--- src/rtl/appliance_pkg.sv ---
// Shared types for the appliance command arbiter: command layout, device codes, FSM states.
package appliance_pkg;

  localparam int unsigned CMD_W   = 11;
  localparam int unsigned DEV_W   = 2;
  localparam int unsigned FIELD_W = 2;
  localparam int unsigned VALUE_W = 5;
  localparam int unsigned CNT_W   = 4;

  typedef enum logic [DEV_W-1:0] {
    DEV_FRIDGE = 2'd0,
    DEV_AC     = 2'd1,
    DEV_WM     = 2'd2,
    DEV_PARK   = 2'd3
  } dev_type_e;

  // Bit layout, MSB first: dev_type[10:9], dev_num[8], field[7:6], sub[5], value[4:0]
  typedef struct packed {
    logic [DEV_W-1:0]   dev_type;
    logic               dev_num;
    logic [FIELD_W-1:0] field;
    logic               sub;
    logic [VALUE_W-1:0] value;
  } cmd_t;

  typedef enum logic [2:0] {
    ST_IDLE   = 3'd0,
    ST_SETUP  = 3'd1,
    ST_DRIVE  = 3'd2,
    ST_GUARD  = 3'd3,
    ST_REJECT = 3'd4
  } state_e;

endpackage

--- src/rtl/appliance_cmd_arbiter_if.sv ---
// Requester handshake plus appliance control bus; master = command sources, slave = arbiter.
interface appliance_cmd_arbiter_if;
  import appliance_pkg::*;

  logic [1:0]         req_valid;
  logic [1:0]         req_ready;
  cmd_t               req0_cmd;
  cmd_t               req1_cmd;
  logic               bus_s0;
  logic               bus_s1;
  logic               bus_s2;
  logic               bus_s3;
  logic               bus_s4;
  logic               bus_s5;
  logic [VALUE_W-1:0] bus_inp;
  logic               busy;
  logic               done;
  logic               done_id;
  logic               err;

  modport master (
    output req_valid, req0_cmd, req1_cmd,
    input  req_ready, bus_s0, bus_s1, bus_s2, bus_s3, bus_s4, bus_s5, bus_inp,
           busy, done, done_id, err
  );

  modport slave (
    input  req_valid, req0_cmd, req1_cmd,
    output req_ready, bus_s0, bus_s1, bus_s2, bus_s3, bus_s4, bus_s5, bus_inp,
           busy, done, done_id, err
  );
endinterface

--- src/rtl/rr_arbiter2.sv ---
// Two-requester round-robin grant; last_grant starts at 1 so requester 0 wins first after reset.
module rr_arbiter2 (
  input  logic       clk,
  input  logic       rst_n,
  input  logic       enable,
  input  logic [1:0] req_valid,
  output logic [1:0] grant_c,
  output logic       grant_id_c,
  output logic       fire_c
);

  logic last_grant;

  always_comb begin
    grant_c = 2'b00;
    if (enable) begin
      case (req_valid)
        2'b01:   grant_c = 2'b01;
        2'b10:   grant_c = 2'b10;
        2'b11:   grant_c = last_grant ? 2'b01 : 2'b10;
        default: grant_c = 2'b00;
      endcase
    end
    grant_id_c = grant_c[1];
    fire_c     = |(req_valid & grant_c);
  end

  always_ff @(posedge clk) begin
    if (!rst_n)      last_grant <= 1'b1;
    else if (fire_c) last_grant <= grant_id_c;
  end

endmodule

--- src/rtl/appliance_cmd_arbiter.sv ---
// Arbitrates two command sources onto the shared appliance bus as SETUP -> DRIVE -> GUARD,
// keeping the device-type select parked whenever the other lines may change.
module appliance_cmd_arbiter
  import appliance_pkg::*;
#(
  parameter int unsigned      HOLD_CYCLES = 2,
  parameter logic [DEV_W-1:0] PARK_CODE   = 2'b11
) (
  input logic                    clk,
  input logic                    rst_n,
  appliance_cmd_arbiter_if.slave cmd_if
);

  state_e           state, next_state;
  cmd_t             cmd_reg, cmd_next;
  logic [DEV_W-1:0] sel_q, sel_next;
  logic [CNT_W-1:0] cnt, cnt_next;
  logic             busy_q, busy_next;
  logic             done_q, done_next;
  logic             err_q, err_next;
  logic             done_id_q, done_id_next;

  logic             idle_c;
  logic [1:0]       grant_c;
  logic             grant_id_c;
  logic             fire_c;
  cmd_t             sel_cmd_c;

  assign idle_c    = (state == ST_IDLE);
  assign sel_cmd_c = grant_id_c ? cmd_if.req1_cmd : cmd_if.req0_cmd;

  rr_arbiter2 u_arb (
    .clk        (clk),
    .rst_n      (rst_n),
    .enable     (idle_c),
    .req_valid  (cmd_if.req_valid),
    .grant_c    (grant_c),
    .grant_id_c (grant_id_c),
    .fire_c     (fire_c)
  );

  // Next-state and next-output logic; outputs are registered from the next-state view.
  always_comb begin
    next_state   = state;
    cmd_next     = cmd_reg;
    sel_next     = sel_q;
    cnt_next     = cnt;
    done_id_next = done_id_q;
    case (state)
      ST_IDLE: begin
        if (fire_c) begin
          done_id_next = grant_id_c;
          if (sel_cmd_c.dev_type == PARK_CODE) begin
            next_state = ST_REJECT;
          end else begin
            next_state = ST_SETUP;
            cmd_next   = sel_cmd_c;
          end
        end
      end
      ST_SETUP: begin
        next_state = ST_DRIVE;
        cnt_next   = CNT_W'(HOLD_CYCLES - 1);
        sel_next   = cmd_reg.dev_type;
      end
      ST_DRIVE: begin
        if (cnt == '0) begin
          next_state = ST_GUARD;
          sel_next   = PARK_CODE;
        end else begin
          cnt_next = cnt - CNT_W'(1);
        end
      end
      ST_GUARD:  next_state = ST_IDLE;
      ST_REJECT: next_state = ST_IDLE;
      default:   next_state = ST_IDLE;
    endcase
    busy_next = (next_state == ST_SETUP) || (next_state == ST_DRIVE) ||
                (next_state == ST_GUARD);
    done_next = (next_state == ST_GUARD);
    err_next  = (next_state == ST_REJECT);
  end

  always_ff @(posedge clk) begin
    if (!rst_n) begin
      state     <= ST_IDLE;
      cmd_reg   <= '0;
      sel_q     <= PARK_CODE;
      cnt       <= '0;
      busy_q    <= 1'b0;
      done_q    <= 1'b0;
      err_q     <= 1'b0;
      done_id_q <= 1'b0;
    end else begin
      state     <= next_state;
      cmd_reg   <= cmd_next;
      sel_q     <= sel_next;
      cnt       <= cnt_next;
      busy_q    <= busy_next;
      done_q    <= done_next;
      err_q     <= err_next;
      done_id_q <= done_id_next;
    end
  end

  assign cmd_if.req_ready = grant_c;
  assign cmd_if.bus_s0    = sel_q[0];
  assign cmd_if.bus_s1    = sel_q[1];
  assign cmd_if.bus_s2    = cmd_reg.dev_num;
  assign cmd_if.bus_s3    = cmd_reg.field[0];
  assign cmd_if.bus_s4    = cmd_reg.field[1];
  assign cmd_if.bus_s5    = cmd_reg.sub;
  assign cmd_if.bus_inp   = cmd_reg.value;
  assign cmd_if.busy      = busy_q;
  assign cmd_if.done      = done_q;
  assign cmd_if.done_id   = done_id_q;
  assign cmd_if.err       = err_q;

endmodule
--- src/flat_wrapper.sv ---
// flat-port wrapper written by rule: the top's interface ports become plain ports
module appliance_cmd_arbiter_flat import appliance_pkg::*;
#(
  parameter int unsigned      HOLD_CYCLES = 2,
  parameter logic [DEV_W-1:0] PARK_CODE   = 2'b11
)
  (clk, rst_n, cmd_if_req_valid, cmd_if_req0_cmd, cmd_if_req1_cmd, cmd_if_req_ready, cmd_if_bus_s0, cmd_if_bus_s1, cmd_if_bus_s2, cmd_if_bus_s3, cmd_if_bus_s4, cmd_if_bus_s5, cmd_if_bus_inp, cmd_if_busy, cmd_if_done, cmd_if_done_id, cmd_if_err);
  appliance_cmd_arbiter_if cmd_if_i ();
  input logic clk;
  input logic rst_n;
  input wire logic [$bits(cmd_if_i.req_valid)-1:0] cmd_if_req_valid;
  input wire logic [$bits(cmd_if_i.req0_cmd)-1:0] cmd_if_req0_cmd;
  input wire logic [$bits(cmd_if_i.req1_cmd)-1:0] cmd_if_req1_cmd;
  output wire logic [$bits(cmd_if_i.req_ready)-1:0] cmd_if_req_ready;
  output wire logic [$bits(cmd_if_i.bus_s0)-1:0] cmd_if_bus_s0;
  output wire logic [$bits(cmd_if_i.bus_s1)-1:0] cmd_if_bus_s1;
  output wire logic [$bits(cmd_if_i.bus_s2)-1:0] cmd_if_bus_s2;
  output wire logic [$bits(cmd_if_i.bus_s3)-1:0] cmd_if_bus_s3;
  output wire logic [$bits(cmd_if_i.bus_s4)-1:0] cmd_if_bus_s4;
  output wire logic [$bits(cmd_if_i.bus_s5)-1:0] cmd_if_bus_s5;
  output wire logic [$bits(cmd_if_i.bus_inp)-1:0] cmd_if_bus_inp;
  output wire logic [$bits(cmd_if_i.busy)-1:0] cmd_if_busy;
  output wire logic [$bits(cmd_if_i.done)-1:0] cmd_if_done;
  output wire logic [$bits(cmd_if_i.done_id)-1:0] cmd_if_done_id;
  output wire logic [$bits(cmd_if_i.err)-1:0] cmd_if_err;
  assign cmd_if_i.req_valid = cmd_if_req_valid;
  assign cmd_if_i.req0_cmd = cmd_if_req0_cmd;
  assign cmd_if_i.req1_cmd = cmd_if_req1_cmd;
  assign cmd_if_req_ready = cmd_if_i.req_ready;
  assign cmd_if_bus_s0 = cmd_if_i.bus_s0;
  assign cmd_if_bus_s1 = cmd_if_i.bus_s1;
  assign cmd_if_bus_s2 = cmd_if_i.bus_s2;
  assign cmd_if_bus_s3 = cmd_if_i.bus_s3;
  assign cmd_if_bus_s4 = cmd_if_i.bus_s4;
  assign cmd_if_bus_s5 = cmd_if_i.bus_s5;
  assign cmd_if_bus_inp = cmd_if_i.bus_inp;
  assign cmd_if_busy = cmd_if_i.busy;
  assign cmd_if_done = cmd_if_i.done;
  assign cmd_if_done_id = cmd_if_i.done_id;
  assign cmd_if_err = cmd_if_i.err;
  appliance_cmd_arbiter #(.HOLD_CYCLES(HOLD_CYCLES), .PARK_CODE(PARK_CODE)) u_core (.clk(clk), .rst_n(rst_n), .cmd_if(cmd_if_i));
endmodule
--- config.mk ---
export PLATFORM = sky130hd
export DESIGN_NAME = appliance_cmd_arbiter_flat
export DESIGN_NICKNAME = d
export VERILOG_FILES = /design/src/rtl/appliance_pkg.sv /design/src/rtl/appliance_cmd_arbiter_if.sv /design/src/rtl/rr_arbiter2.sv /design/src/rtl/appliance_cmd_arbiter.sv /design/src/flat_wrapper.sv
export SDC_FILE = /design/constraint.sdc
export NUM_CORES = 1
export LEC_CHECK = 0
export BUFFER_PORTS_ARGS = -buffer_cell sky130_fd_sc_hd__buf_2
export CAP_MARGIN = 10
export CELL_PAD_IN_SITES_DETAIL_PLACEMENT = 0
export CELL_PAD_IN_SITES_GLOBAL_PLACEMENT = 1
export CORE_MARGIN = 1.5
export CORE_UTILIZATION = 35
export DETAILED_ROUTE_END_ITERATION = 8
export HOLD_SLACK_MARGIN = 0.05
export PLACE_DENSITY_LB_ADDON = 0.1
export SYNTH_ARGS = -nofsm -noshare
export SYNTH_HDL_FRONTEND = slang
export SYNTH_SLANG_ARGS = --single-unit
--- constraint.sdc ---
create_clock -name clk -period 2.21 [get_ports clk]
set_input_delay 0.3315 -clock clk [delete_from_list [all_inputs] [get_ports clk]]
set_output_delay 0.3315 -clock clk [all_outputs]
set_load 0.02 [all_outputs]
# Yosys cells after proc, flatten, opt, wreduce, memory -nomap -nowiden
# Index checks and enable logic that the tools add are counted.
# totals
out_inout_bits	17
word_cells	50
register_bits	25
# classes
n_addsub	1
mux	12
eq_ne	12
bitwise_logic	2
n_reduce_logical	10
# op_table
op	count
$mux W11	1
$eq A3 B2 Y1 const B	3
$mux W3	3
$pmux W3 S3	1
$pmux W4 S2	1
$eq A2 B2 Y1 const B	3
$eq A3 B1 Y1 const B	2
$mux W2	3
$pmux W2 S3	1
$reduce_and A2 Y1	3
$logic_not A4 Y1	1
$mux W4	1
$pmux W2 S2	1
$sub A4 B1 Y4 const B	1
$eq A3 B3 Y1 const B	1
$logic_not A3 Y1	1
$reduce_and A3 Y1	1
$and A2 B2 Y2	1
$eq A2 B1 Y1 const B	1
$logic_or A1 B1 Y1	2
$ne A2 B1 Y1 const B	1
$ne A2 B2 Y1 const B	1
$reduce_bool A2 Y1	1
$reduce_or A2 Y1	1
$not A1 Y1	1

# Depth between registers and ports, before layout
# Gate-level depths: netlist of run 1.
# depth
word_depth	11
depth_mapped	6

# Hierarchy
# From an unflattened synthesis of run 1, not the netlist that was laid out.
# hier_totals
cells_unflattened	130
hier_area_um2	1206.2
# modules_own_cells
module	n_inst	cells_per_inst	area_per_inst_um2	seq_area_each_um2
appliance_cmd_arbiter	1	120	1134.8	480.5
rr_arbiter2	1	10	71.3	20.0

# Least setup slack after synthesis of run 1
# Ideal clock, no wire load.
# synth_timing
kind	register to register
start	register u_core.state[1]
end	register u_core.cmd_reg, in the netlist u_core.cmd_if.bus_inp[1]
t_arrival_ps	1509
synth_period_minus_slack_ps	1643
required_ps	2077
slack_ps	567
stages_incl_launch_ff	7
path_cell_list	dfxtp_1 buf_2 or3_4 a211oi_4 and2_4 buf_6 a311oi_1
# synth_between
elab_chain_len	6
word_cells_on_any_way	8
cone_classes	eq/ne: 1; mux: 2; bitwise: 2; reduce/logical: 3
# synth_lines
element	line	source
start, declared	appliance_cmd_arbiter.sv:14	state_e state, next_state;
start signal, assigned	appliance_cmd_arbiter.sv:95	state <= next_state;
$logic_not A3 Y1 *	appliance_cmd_arbiter.sv:29, appliance_cmd_arbiter.sv:49	
$mux W2	rr_arbiter2.sv:16	if (enable) begin
$mux W11	appliance_cmd_arbiter.sv:30	assign sel_cmd_c = grant_id_c ? cmd_if.req1_cmd : cmd_if.req0_cmd;
$eq A2 B2 Y1	appliance_cmd_arbiter.sv:53	if (sel_cmd_c.dev_type == PARK_CODE) begin
$not A1 Y1 (no source line)	--	
$reduce_and A3 Y1 (no source line)	--	
end signal, assigned	appliance_cmd_arbiter.sv:96	cmd_reg <= cmd_next;
end, declared	appliance_cmd_arbiter.sv:15	cmd_t cmd_reg, cmd_next;
# Mark *: on every way between the ends. The rest lies on a longest branch, timed or not.
# A chain may end at the register's enable or synchronous reset.

# Final worst setup path of run 1
# layout_timing
start	register u_core.state[2]
end	output cmd_if_req_ready[0]
# layout_between
elab_chain_len	2
# layout_lines
element	line	source
$logic_not A3 Y1	appliance_cmd_arbiter.sv:29	assign idle_c = (state == ST_IDLE);
$mux W2	rr_arbiter2.sv:16	
end, declared	flat_wrapper.sv:14	output wire logic [$bits(cmd_if_i.req_ready)-1:0] cmd_if_req_ready;
# Every way passes these cells.

==> results.md, run 1 <==
- Hold Path Class: input pin to flip-flop
- Post-synth ARST share: 0
- Vias per inst: 5.268
- Synth Area in Compound Gates: 0.2866
- Clock sink count: 25
- Area Overhead vs Synth: 17.91%
- EDFF count, synth: 0
- CTS tree: done
- Post-CTS Hold Fix Bufs: 0
- Mux contribution to synthesized area: 0
- Worst Path Arrival: about 1600 ps
- Largest net degree at the start of global routing: 17
- Cell variety after synth: 34
- Crit path launch type: flip-flop
- Synth Flop Type: dfxtp_1
- Number of slew-limit violations in the final report: 0
- Setup_tns: 0 ps
- Crit path max-delay family: simple AND/OR/NAND/NOR gates
- First-pass GRT wire length: roughly 5.2 mm
- WP buf/inv: 1
- Antenna Nets Post-Route: 0
- Final Skew: roughly 5.1 ps
- Final Setup Violations: 0
- Synth Area in Adders: 0.009950
- Most frequent cell after synthesis: dfxtp_1
- Slew headroom: 0.6577
- Height of the die: 62.94 µm
- DR iter-0 viols: between 50 and 60
- Critical Path Fanout Max: 9
- Xor-xnor portion of the synthesized cell area: 0
- Part of the cycle the worst path needs: 0.8915
- Post-CTS setup buffers: 0
- # DRC: 0
- Crit. End Element: output port
- GP Congestion: about 0.80
- Final min period: 1970 ps
- Drt wl/cell: 13.41 µm
- Maxcap violations: 0
- CTS Buffer Depth: 2
- Outcome: finished, final reports clean
- Initial Utilization: 0.3710
- Final Total Pwr: 1.369 mW
- # resized after CTS: 0
- Unrepaired setup endpoints after global routing: no
- Synth warn: 0
- Util after Layout: 0.4374
- Crit-path max cell delay: 410 ps
- Synthesized area: approximately 1300 µm²
- Number of global-route vias before repair: 1121
- Gr usage total: 0.1657
- Final hold vios: 0
- CP max stage cell: dfxtp_1
- Post-Synth Simple-Gate Area: 0.2050
- Sequential fraction of the synthesis area: 0.3980
- Pleak: 0.6442 nW
- Worst EP required: 1880 ps
- Syn_nets: between 150 and 200
- Top Ports: 43
- Pwr/cell area: 923.2 nW/µm²
- Gr busiest metal: met2
- CTS clk-pin slew, worst paths: 140 ps
- Layout cells sized above 1: 0.3027
- Met1 usage: 0.2047
- Final nets: 213
- GR Util met2: 0.2912
- GR Layer Usage met3: 0.02342
- Flops & latches, synth: 25
- R2r setup slk: 360 ps
- Total global routing overflow: 0
- FMAX: 507.6 MHz
- Synth area leader: dfxtp_1
- Crit Path Class: flip-flop to output port
- Total CTS buffers: 3
- Worst slack, placed: 364.9 ps
- Post-Route WL: 3.097 mm
- Largest family of logic cells by synthesized area: compound AO/OA/AOI/OAI gates
- Port Buffers: 42
- Row count: 21
- H-tree depth: 1
- DRT Pass-1 Iters: 4
- Worst-Skew Late Latency: 320 ps
- VDD IR-drop max: 0.3168 mV
- CTS root buf: clkbuf_4
- Fill count: 365
- Max FFs per register: 5
- Vias: 1217
- HPWL after DPL: 2.345 mm
- Die W: 62.94 µm
- Synth cell count leaders: dfxtp_1, a21oi_1, nand2_1, nand3_1, a311oi_1
- Syn avg cell area: roughly 8.3 µm²
- Antenna cells: 0
- Synth area leaders: dfxtp_1, a311oi_1, a21oi_1, nand3_1, buf_4
- Worst Tran Pin Value: 511.8 ps
- Worst path cell trace: nor3_2 -> o21ai_1 -> nor2_1 -> buf_2
- Share of the synthesized area in the top cell type: 0.3980
- Core ar.: 3390 µm²
- Post-Synthesis Cells: 151
- Die Area: 3961 µm²
- Initial antenna violation count: 0
- Setup ws final: 239.8 ps
power by group:
| part | leakage (nW) | internal [mW] | switching (mW) |
|---|---|---|---|
| logic | 0.423 | 0.224 | 0.345 |
| clock network | 0.0150 | 0.0706 | 0.136 |
| registers | 0.206 | 0.534 | 0.0597 |
worst register-to-register path, cell delays in order, from the launching register on:
cell and delay (ps):
dfxtp_1 410, or3_4 460, a211oi_4 440, and2_4 320, a311oi_1 110
final cells by class:
type	count	area [µm²]	share of cell area
multi-input combinational	104	635.6	0.4287
sequential	25	500.5	0.3376
timing repair buffer	46	240.2	0.1620
tap	46	57.56	0.03882
clock buffer	4	26.28	0.01772
inverter	6	22.52	0.01519
cell usage in the layout (no fill, tap or decap), types with 4 or more instances in the layout:
master	instances
a21oi_1	16
a311oi_1	10
buf_2	42
buf_4	4
dfxtp_1	25
inv_1	6
nand2_1	14
nand2b_1	4
nand3_1	12
nor2_1	8
o21a_1	5
o21ai_0	8
metal layers:
| layer | routed length, µm | up-vias |
|---|---|---|
| met5 | 0 | - |
| met4 | 23 | 0 |
| met3 | 115 | 2 |
| met2 | 1494 | 33 |
| met1 | 1463 | 571 |
| li1 | - | 611 |
stage by stage:
step | instance area, µm² | hold slack [ps] | instances
6_report | 1483 | 259.5 | 231
2_1_floorplan | 1257 | 441.4 | 151
3_3_place_gp | 1451 | 449.3 | 227
5_1_grt | 1483 | 263.7 | 231
4_1_cts | 1478 | 252.5 | 231
3_5_place_dp | 1451 | 456.8 | 227
final timing paths:
path                                       startpoint                     to  cells after the start
worst max-delay path                  u_core.state[2]    cmd_if_req_ready[0]                      4
worst min-delay path               cmd_if_req0_cmd[5]   u_core.cmd_if.bus_s5                      3
worst max register to register        u_core.state[2]   u_core.cmd_if.bus_s3                      4
worst min register to register  u_core.cmd_if.done_id  u_core.cmd_if.done_id                      2
cell families (layout without fill, tap and decap cells):
kind of cell,after synthesis,after routing
buffers and inverters,22,56
adder cells (fa/ha/maj),1,1
flip-flops,25,25
AO/OA/AOI/OAI,52,52
AND/OR/NAND/NOR,51,51
Note: power is estimated with default switching activity, not from simulation.
==> run 2: changes to the inputs <==
CORE_ASPECT_RATIO = 0.7   (was not set)
==> run 2 against run 1 <==
  * Wire length up 4.4%
  * Hold slack better by 62 ps
  * Critical path type unchanged
  * Largest cell class unchanged
  * Non-clock buffer count unchanged
  * Sequential cell count unchanged
  * Clock power up 31%
  * Count of clock-buffer cells in the layout unchanged
  * Cell count up 0.43%
==> results.md, run 2 (synthesis results as in run 1) <==
- End of the worst register-to-register path: u_core.cmd_if.bus_inp[4]
- Hold endpoint: u_core.cmd_if.bus_s5
- Gr usage total: 0.1694 (+0.003788)
- Setup_tns: 0 ps (unchanged)
- Final min period: 1935 ps (-35.33 ps)
- Crit Path Class: flip-flop to output port
- Worst-Skew Late Latency: 270 ps (-50 ps)
- Drt wl/cell: 13.94 µm (+3.9%)
- DRT Pass-1 Iters: 4 (unchanged)
- Most frequent cells in the layout: buf_2, dfxtp_1, a21oi_1
- Number of slew-limit violations in the final report: 0 (unchanged)
- CTS tree: done
- Die Area: 3967 µm² (+0.14%)
- Final Total Pwr: 1.438 mW (+5.0%)
- # resized after CTS: 0 (unchanged)
- Crit. End Element: output port
- DR iter-0 viols: 47 (-7.8%)
- Pwr/cell area: 959.9 nW/µm² (+4.0%)
- Area Overhead vs Synth: 19.10%
- FMAX: 516.8 MHz (+1.8%)
- CTS root buf: clkbuf_8
- # DRC: 0 (unchanged)
- Initial antenna violation count: 0 (unchanged)
- Slew headroom: 0.6447 (-0.01303)
- Hold Path Depth: 3 (unchanged)
- Post-CTS Hold Fix Bufs: 0 (unchanged)
- Post-Route WL: 3.233 mm (+4.4%)
- Part of the cycle the worst path needs: 0.8755 (-0.01599)
- Hold Startpoint: cmd_if_req0_cmd[5]
- HPWL after DPL: 2.373 mm (+1.2%)
- Outcome: finished, final reports clean
- Final Skew: 3.649 ps (-1.475 ps)
- Post-Place Cell Area: 1453 µm² (about the same)
- R2r setup slk: 400 ps (+40 ps)
- Layout cells sized above 1: 0.2973 (-0.005405)
- Unrepaired setup endpoints after global routing: no
- Antenna Nets Post-Route: 0 (unchanged)
- Post-CTS setup buffers: 0 (unchanged)
- Final hold vios: 0 (unchanged)
- Top Ports: 43 (unchanged)
- Final Setup Violations: 0 (unchanged)
- Max FFs per register: 5 (unchanged)
- CTS Buffer Depth: 2 (unchanged)
- Antenna cells: 0 (unchanged)
- Vias per inst: 5.168 (-1.9%)
- H-tree depth: 1 (unchanged)
- Critical Path Fanout Max: 14 (+5)
- GP Congestion: 0.7990 (-0.24%)
- Total global routing overflow: 0 (unchanged)
- Initial Utilization: 0.3814 (+0.01042)
- Hold Path Class: input pin to flip-flop
- R2R cell count: 4 (unchanged)
- Largest net degree at the start of global routing: 17 (unchanged)
- Crit path launch type: flip-flop
- Final nets: 213 (unchanged)
- Core ar.: 3297 µm² (-2.7%)
- First-pass GRT wire length: 4.981 mm (-4.8%)
- Row count: 17 (-19%)
- Worst slack, placed: 408.4 ps (+43.52 ps)
- Port Buffers: 42 (unchanged)
- Maxcap violations: 0 (unchanged)
- CTS clk-pin slew, worst paths: 90 ps (-50 ps)
- Setup ws final: 275.2 ps (+35.33 ps)
- Worst R2R Start: u_core.state[1]
- Design area: 1498 µm² (+1.0%)
- Die W: 74.64 µm (+19%)
- Clock sink count: 25 (unchanged)
- Number of global-route vias before repair: 1046 (-6.7%)
- Worst Tran Pin Value: 532.4 ps (+20.60 ps)
- Worst Path Arrival: 1600 ps (-40 ps)
- Vias: 1199 (-1.5%)
- VDD IR-drop max: 0.3661 mV (+16%)
- Pleak: 0.6503 nW (+0.95%)
- Worst EP required: 1880 ps (about the same)
- Total CTS buffers: 3 (unchanged)
- Most common cell after layout, fill and taps aside: buf_2
- Height of the die: 53.15 µm (-16%)
- Final hold slack: 321.3 ps (+61.84 ps)
-- run 2: area by class of cell --
class	count	area [µm²]
Multi-Input combinational cell	104	630.6
Inverter	6	22.52
Clock buffer	4	45.04
Tap cell	47	58.81
Fill cell	351	1799
Sequential cell	25	500.5
Timing Repair Buffer	46	240.2
-- run 2: metal layers --
metal  vias up  GRT usage  wire, µm
li1        616          -         -
met4         0    0.04848        25
met2        30     0.2649      1402
met5         -          0         0
met1       549     0.2296      1612
met3         4    0.04381       192
-- run 2: report_power, final --
part | leakage [nW] | switching, mW | internal, mW
Combinational | 0.422 | 0.349 | 0.224
Sequential | 0.206 | 0.0591 | 0.534
Clock | 0.0228 | 0.143 | 0.129
-- run 2: worst max-delay path by stage --
stage / slack (ps) / endpoint / start / depth (start not counted)
6_report: 280 / cmd_if_req_ready[0] / u_core.state[1] / 5
5_1_grt: 130 / cmd_if_req_ready[0] / u_core.state[2] / 5
4_1_cts: 240 / cmd_if_req_ready[0] / u_core.state[1] / 5
3_5_place_dp: 410 / u_core.cmd_if.bus_inp[4] / u_core.state[1] / 4
3_3_place_gp: 470 / u_core.sel_q[1] / u_core.cnt[0] / 6
2_1_floorplan: 570 / u_core.cmd_if.bus_inp[1] / u_core.state[1] / 6
-- run 2: worst max-delay path, stage by stage, from the launching register on --
cell and delay [ps]:
dfxtp_1 400, nor3_1 190, buf_4 230, o21ai_1 210
nor2_1 130, buf_2 170
-- run 2: per-stage QoR --
step,util,cells
after global routing,0.4543,232
after floorplan,-,151
after CTS,0.4543,232
after detailed placement,0.4406,228
after global placement,0.4406,228
final,0.4543,232
